**config.mk**
```make
export PLATFORM = sky130hd
export DESIGN_NAME = capture_sequencer
export DESIGN_NICKNAME = d
export VERILOG_FILES = /design/src/rtl/capture_sequencer.sv
export SDC_FILE = /design/constraint.sdc
export NUM_CORES = 1
export LEC_CHECK = 0
export CORE_AREA = 2 2 137 139
export DETAILED_ROUTE_END_ITERATION = 8
export DIE_AREA = 0 0 139 141
export GPL_TIMING_DRIVEN = 1
export HOLD_SLACK_MARGIN = 0.06
export PLACE_DENSITY = 0.56
export SLEW_MARGIN = 20
export SYNTH_ARGS = -nofsm -noshare
export SYNTH_HDL_FRONTEND = slang
export SYNTH_SLANG_ARGS = --single-unit
export TNS_END_PERCENT = 5
```
**constraint.sdc**
```tcl
create_clock -name Clock -period 4.11 [get_ports Clock]
set_clock_uncertainty 0.1 [all_clocks]
set_input_delay 0.411 -clock Clock [delete_from_list [all_inputs] [get_ports Clock]]
set_output_delay 0.411 -clock Clock [all_outputs]
set_load 0.01 [all_outputs]
```
**src/rtl/capture_sequencer.sv**
```systemverilog
// capture_sequencer: runs one ADC capture through DataStorage -- clear, arm, wait for trigger,
// capture N words, then drain them byte-by-byte to the transmitter. All outputs are registered.
module capture_sequencer #(
    parameter int LEN_W          = 16,
    parameter int CLEAR_CYCLES   = 8,
    parameter int TIMEOUT_CYCLES = 65535
) (
    input  logic             Clock,
    input  logic             Reset_n,
    input  logic             Arm,
    input  logic             Abort,
    input  logic             Trigger,
    input  logic [LEN_W-1:0] CaptureLength,
    input  logic             StorageNotFull,
    input  logic             StorageDataReady,
    input  logic             StorageDataValid,
    input  logic [7:0]       StorageData,
    output logic             StorageReset,
    output logic             CaptureEnable,
    output logic             StorageReadEnable,
    output logic [7:0]       TxData,
    output logic             TxValid,
    input  logic             TxReady,
    output logic             Busy,
    output logic             Done,
    output logic             Error,
    output logic             Truncated
);
    localparam int CLR_W = (CLEAR_CYCLES > 1) ? $clog2(CLEAR_CYCLES) : 1;
    localparam int TO_W  = $clog2(TIMEOUT_CYCLES);
    typedef enum logic [2:0] {StIdle, StClear, StArmed, StCapture, StDrain, StDone} stateType;
    stateType         state, stateNext;
    logic [LEN_W-1:0] len, lenNext, wordCnt, wordCntNext;
    logic [LEN_W+1:0] byteCnt, byteCntNext, target;
    logic [CLR_W-1:0] clearCnt, clearCntNext;
    logic [TO_W-1:0]  timeoutCnt, timeoutCntNext;
    logic             trigPrev, trigPrevNext, readPending, readPendingNext, accept;
    logic             readEnableNext, txValidNext, errorNext, truncatedNext;
    logic [7:0]       txDataNext;
    assign accept = TxValid && TxReady;
    assign target = {wordCnt, 2'b00};
    always_ff @(posedge Clock or negedge Reset_n) begin
        if (!Reset_n) begin
            state             <= StIdle;
            len               <= '0;
            wordCnt           <= '0;
            byteCnt           <= '0;
            clearCnt          <= '0;
            timeoutCnt        <= '0;
            trigPrev          <= 1'b0;
            readPending       <= 1'b0;
            StorageReset      <= 1'b0;
            CaptureEnable     <= 1'b0;
            StorageReadEnable <= 1'b0;
            TxData            <= 8'h00;
            TxValid           <= 1'b0;
            Busy              <= 1'b0;
            Done              <= 1'b0;
            Error             <= 1'b0;
            Truncated         <= 1'b0;
        end else begin
            state             <= stateNext;
            len               <= lenNext;
            wordCnt           <= wordCntNext;
            byteCnt           <= byteCntNext;
            clearCnt          <= clearCntNext;
            timeoutCnt        <= timeoutCntNext;
            trigPrev          <= trigPrevNext;
            readPending       <= readPendingNext;
            StorageReset      <= stateNext == StClear;
            CaptureEnable     <= stateNext == StCapture;
            StorageReadEnable <= readEnableNext;
            TxData            <= txDataNext;
            TxValid           <= txValidNext;
            Busy              <= stateNext != StIdle;
            Done              <= stateNext == StDone;
            Error             <= errorNext;
            Truncated         <= truncatedNext;
        end
    end
    always_comb begin
        stateNext       = state;
        lenNext         = len;
        wordCntNext     = wordCnt;
        byteCntNext     = byteCnt;
        clearCntNext    = '0;
        timeoutCntNext  = '0;
        trigPrevNext    = Trigger;
        readPendingNext = readPending;
        readEnableNext  = 1'b0;
        txDataNext      = TxData;
        txValidNext     = TxValid;
        errorNext       = Error;
        truncatedNext   = Truncated;
        case (state)
            StIdle: begin
                if (Arm && !Abort) begin
                    stateNext       = StClear;
                    lenNext         = (CaptureLength == '0) ? LEN_W'(1) : CaptureLength;
                    wordCntNext     = '0;
                    byteCntNext     = '0;
                    readPendingNext = 1'b0;
                    txValidNext     = 1'b0;
                    errorNext       = 1'b0;
                    truncatedNext   = 1'b0;
                end
            end
            StClear: begin
                clearCntNext = clearCnt + CLR_W'(1);
                // Forcing trigPrev high means a Trigger already high on ARMED entry cannot fire.
                if (clearCnt == CLR_W'(CLEAR_CYCLES - 1)) begin
                    stateNext    = StArmed;
                    trigPrevNext = 1'b1;
                end
            end
            StArmed: stateNext = (!trigPrev && Trigger) ? StCapture : StArmed;
            StCapture: begin
                if (!StorageNotFull) begin
                    truncatedNext = 1'b1;
                    stateNext     = StDrain;
                end else begin
                    wordCntNext = wordCnt + LEN_W'(1);
                    stateNext   = (wordCnt == len - LEN_W'(1)) ? StDrain : StCapture;
                end
            end
            StDrain: begin
                byteCntNext    = byteCnt + (LEN_W+2)'(accept);
                timeoutCntNext = accept ? '0 : timeoutCnt + TO_W'(1);
                txValidNext    = TxValid && !TxReady;
                if (readPending && StorageDataValid) begin
                    txDataNext      = StorageData;
                    txValidNext     = 1'b1;
                    readPendingNext = 1'b0;
                end
                // A zero-word (truncated-at-start) capture completes without any byte.
                if (byteCntNext == target) begin
                    stateNext = StDone;
                end else if (!accept && timeoutCnt == TO_W'(TIMEOUT_CYCLES - 1)) begin
                    stateNext       = StIdle;
                    errorNext       = 1'b1;
                    txValidNext     = 1'b0;
                    readPendingNext = 1'b0;
                end else if (StorageDataReady && !readPending && !TxValid) begin
                    readEnableNext  = 1'b1;
                    readPendingNext = 1'b1;
                end
            end
            StDone: stateNext = StIdle;
            default: stateNext = StIdle;
        endcase
        if (Abort && state != StIdle) begin
            stateNext       = StIdle;
            readEnableNext  = 1'b0;
            readPendingNext = 1'b0;
            txValidNext     = 1'b0;
            errorNext       = 1'b0;
        end
    end
endmodule
```
Yosys cells after proc, flatten, opt, wreduce, memory -nomap -nowiden --
Index checks and enable logic that the tools add are counted. W data, S select, Z words.
Storage, ports and cells: register bits after elaboration 90, output and inout bits 16
Cells by class: reductions and logical operators 29, equal/unequal tests 17, $add $sub $neg 5, multiplexer cells 43
Operators by type and width (number):
- $mux W16 | 5
- $pmux W18 S2 | 1
- $add A16 B1 Y16 const B | 2
- $pmux W16 S2 | 1
- $mux W3 | 8
- $mux W1 | 22
- $add A18 B1 Y18 | 1
- $eq A18 B18 Y1 | 1
- $mux W18 | 1
- $eq A16 B16 Y1 | 1
- $eq A16 B16 Y1 const B | 1
- $logic_not A16 Y1 | 1
- $sub A16 B1 Y16 const B | 1
- $pmux W3 S5 | 1
- $eq A3 B2 Y1 const B | 3
- $eq A3 B3 Y1 const B | 3
- $logic_and A1 B1 Y1 | 9
- $ne A3 B3 Y1 const B | 3
- $reduce_bool A3 Y1 | 3
- $pmux W1 S2 | 4
- $reduce_and A2 Y1 | 4
- $eq A3 B1 Y1 const B | 2
- $logic_not A1 Y1 | 6
- $ne A2 B2 Y1 const B | 3
- 5 further kinds | 7

Longest topological paths before layout --
depth in word-level cells 8, depth in mapped cells 11

Least setup slack after synthesis --
OpenSTA, ideal clock, no wires.
kind register to register, from register TxValid, to register readPending, path slack 1254 ps, stages on the path, launching flop included 12, required time 3884 ps, clock period less this slack 2856 ps, arrival time 2630 ps, cell sequence dfrtp_1 -> and2_1 -> ha_1 -> ha_1 -> nand3_1 -> nor3_2 -> xor2_1 -> nand2_1 -> a2111o_1 -> nor2_2 -> nor4_1 -> a221o_1
On the way: longest elaborated chain between the ends 7, elaborated cells between the ends (all ways) 12, classes of those cells add/sub: 1; eq/ne: 1; mux: 5; reduce/logical: 5
RTL lines:
- start, declared | line 22 | output logic TxValid,
- start signal, assigned | line 74 | TxValid <= txValidNext;
- parallel branches: the longest is 4 deep, another holds $add A18 B1 Y18
- $mux W1 (*) | line 136 | if (byteCntNext == target) begin
- $pmux W1 S2 (*) | line 95 | case (state)
- $mux W1 (*) | line 151 | if (Abort && state != StIdle) begin
- end signal, assigned | line 69 | readPending <= readPendingNext;
- end, declared | line 37 | logic trigPrev, trigPrevNext, readPending, readPendingNext, accept;
Mark *: on every way between the ends. A chain may end at the register's enable or synchronous reset.

Final worst setup path --
from input TxReady, to register readPending
On the way: longest elaborated chain between the ends 7, elaborated cells between the ends (all ways) 9, classes of those cells add/sub: 1; eq/ne: 1; mux: 4; reduce/logical: 3
RTL lines:
- start, declared | line 23 | input logic TxReady,
- $logic_and A1 B1 Y1 (*) | line 40 | assign accept = TxValid && TxReady;
- parallel branches: the longest is 3 deep, another holds $add A18 B1 Y18
- $mux W1 (*) | line 136
- $pmux W1 S2 (*) | line 95
- $mux W1 (*) | line 151
Marks and branches as above.

==> impl_metrics.tcl <==
set metrics [dict create \
    setup_tns_ns 0 \
    setup_viol 0 \
    n_antenna_cell 0 \
    ctsHtreeMaxLevel 3 \
    initial_utilization_pct 29.4 \
    worstSetupPathType "primary input to flip-flop" \
    p_int_mw 1.75 \
    nets 660 \
    yosysWarnings 0 \
    arrival_ns 3.47 \
    antenna_found_initial 0 \
    synth_common_cells "dfrtp_1, nor2_1, nand2_1" \
    clkTransAtPathRegs_ns 0.06 \
    p_comb_share_pct 22.3 \
    worst_slew_pin_slew_ns 0.816 \
    rsz0062_at_grt "no" \
    synth_ff_type "dfrtp_1" \
    drt_wl_total_mm 12.9 \
    grt_pass1_wl_mm 21.9 \
    cts_tree "done" \
    synth_cells 589 \
    dr.pass1.iters 5 \
    area.growth.synth_to_final_pct 17.6 \
    cap_violations 0 \
    placed_cells 841 \
    p_per_area_mw_per_mm2 400 \
    gp_congestion 0.853 \
    grtUsageTotal_pct 13.6 \
    yosys.area.top_type_share_pct 42.0 \
    p_switching_mw 0.772 \
    clock.fmax_mhz 299 \
    synth.area.top_cells "dfrtp_1, xnor2_1, mux2_2" \
    outcome "complete, no violations" \
    yosysSeqAreaShare_pct 42.0 \
    finalCriticalPeriod_ns 3.34 \
    viasPerCell 5.13 \
    rows 50 \
    fin_util_pct 34.5 \
    coreArea_mm2 0.0183 \
    grt_pass1_vias 4280 \
    die_w_um 139 \
    p_leak_nw 2.53 \
    detail_route.wl_per_cell_um 15.1 \
    synth.largest_area_cell "dfrtp_1" \
    num_vias 4400 \
    hp-class "primary input to asynchronous set/reset pin" \
    ctsHoldBuffers 0 \
    min_period_over_period_pct 81.3 \
    crit_fanout 9 \
    cp-start-kind "primary input" \
    syn-num-nets 631 \
    async_reset_ff_share_pct 100 \
    die_y_um 141 \
    vdd_ir_drop_max_mv 0.344 \
    cts_sinks 90 \
    drv_slew 0 \
    ios 49 \
    hold_viol 0 \
    fp.dieArea_mm2 0.0196 \
    swShare_pct 30.6 \
    clock_latency_ns 0.35 \
    cts_root_buf "clkbuf_16" \
    hold_slack_ns 0.0537 \
    syn_area_mm2 0.00537 \
    postCtsSetupBuffers 0 \
    cts_resized 0 \
    max_slew_margin_pct 45.6 \
    cts.path.max_buffers 2 \
    cts_buffers 9 \
    clkPwrFrac_pct 32.3 \
    synth_most_common_cell "dfrtp_1" \
    ant_nets 0 \
    overflow 0 \
    crit_path_end_kind "flip-flop" \
    drc 0 \
    power_frac_seq_pct 45.5 \
    hpwl_mm 9.51 \
    synth_edf_count 0 \
    port_buffers 48 \
    drt_iter0_drc 201 \
    required_ns 4.24 \
    synth_area_per_cell_um2 9.11 \
    grt_max_degree 64 \
    drive_gt1_share_pct 9.47 \
    ys_ff_latch 90 \
    synth_cell_type_count 73 \
    stdcell_count 857 \
]
[critical path: stages]
cell and delay, ns:
clkdlybuf4s50_1 0.49, and2_1 0.22, ha_1 0.18, ha_1 0.24
nand3_1 0.31, nor3_2 0.41, xor2_1 0.19, nand2_1 0.07
a2111o_1 0.49, nor2_2 0.13, nor4_1 0.08, a221o_1 0.28
[cells in the final DEF, fill, tap and decap left out, types with 9 or more instances in the layout]
master,netlist,layout
nand2_1,53,53
dfrtp_1,90,90
xnor2_1,31,31
nand4_1,11,11
nor2_1,64,63
clkbuf_16,0,9
and3_1,13,13
nand2b_1,10,10
inv_1,15,15
xor2_1,23,23
clkdlybuf4s50_1,0,47
mux2_2,23,23
nor4_1,12,12
nand3_1,19,19
or3_1,14,14
a21oi_1,23,23
nor3_1,12,12
o21ai_0,44,44
ha_1,9,9
[path summary, 6_finish.rpt]
path / to / slack (ns) / depth (start not counted) / start
min: timeoutCnt[0] / 0.05 / 1 / Reset_n
max in group asynchronous: wordCnt[15] / 2.95 / 2 / Reset_n
min in group Clock: clearCnt[0] / 0.35 / 1 / clearCnt[0]
min reg2reg: clearCnt[0] / 0.35 / 1 / clearCnt[0]
max: readPending / 0.77 / 12 / TxReady
max reg2reg: readPending / 0.91 / 11 / TxValid
[layer usage]
layer | up-vias | global-route usage (%) | share of wire [%]
li1 | 2161 | - | -
met5 | - | 0 | 0
met3 | 16 | 2.79 | 4.3
met4 | 0 | 4.94 | 2.0
met2 | 87 | 21.8 | 46
met1 | 2136 | 18.4 | 48
[power by group through the flow]
stage | logic [mW] | registers (mW) | clock network (mW)
final | 0.561 | 1.15 | 0.814
after global placement | 0.548 | 1.16 | 0
after floorplan | 0.438 | 1.10 | 0
after global routing | 0.626 | 1.17 | 0.880
after CTS | 0.569 | 1.15 | 0.853
after detailed placement | 0.565 | 1.16 | 0
[area by class of cell]
cell class / count / area (um^2)
fillers: 1873 / 12000
clock buffers: 12 / 236
repair buffers: 51 / 500
well taps: 234 / 293
clock inverters: 4 / 51.3
flip-flops and latches: 90 / 2250
multi-input cells: 451 / 2920
inverters: 15 / 56.3
[sequential cells by signal (all words and copies together), names as in the netlist]
name / count
Busy: 1
CaptureEnable: 1
Done: 1
Error: 1
StorageReadEnable: 1
StorageReset: 1
Truncated: 1
TxData: 8
TxValid: 1
byteCnt: 18
clearCnt: 3
len: 16
readPending: 1
state: 3
timeoutCnt: 16
trigPrev: 1
wordCnt: 16
[stage by stage]
stage                     total power [mW]  setup WS [ns]  cell area, um^2
after floorplan                       1.53           1.25             5370
after global placement                1.70          0.517             6020
after detailed placement              1.73          0.411             6020
after CTS                             2.57          0.766             6310
after global routing                  2.67          0.480             6310
final                                 2.52          0.769             6310
[kinds of logic after synthesis]
logic type	after synthesis	share of synthesized area (%)
buffers and inverters	48	3.68
flip-flops	90	42.0
XOR/XNOR	54	8.82
AO/OA/AOI/OAI	118	14.2
adder cells (fa/ha/maj)	9	2.10
multiplexers	24	5.01
AND/OR/NAND/NOR	246	24.2
(Power assumes the default switching activity.)
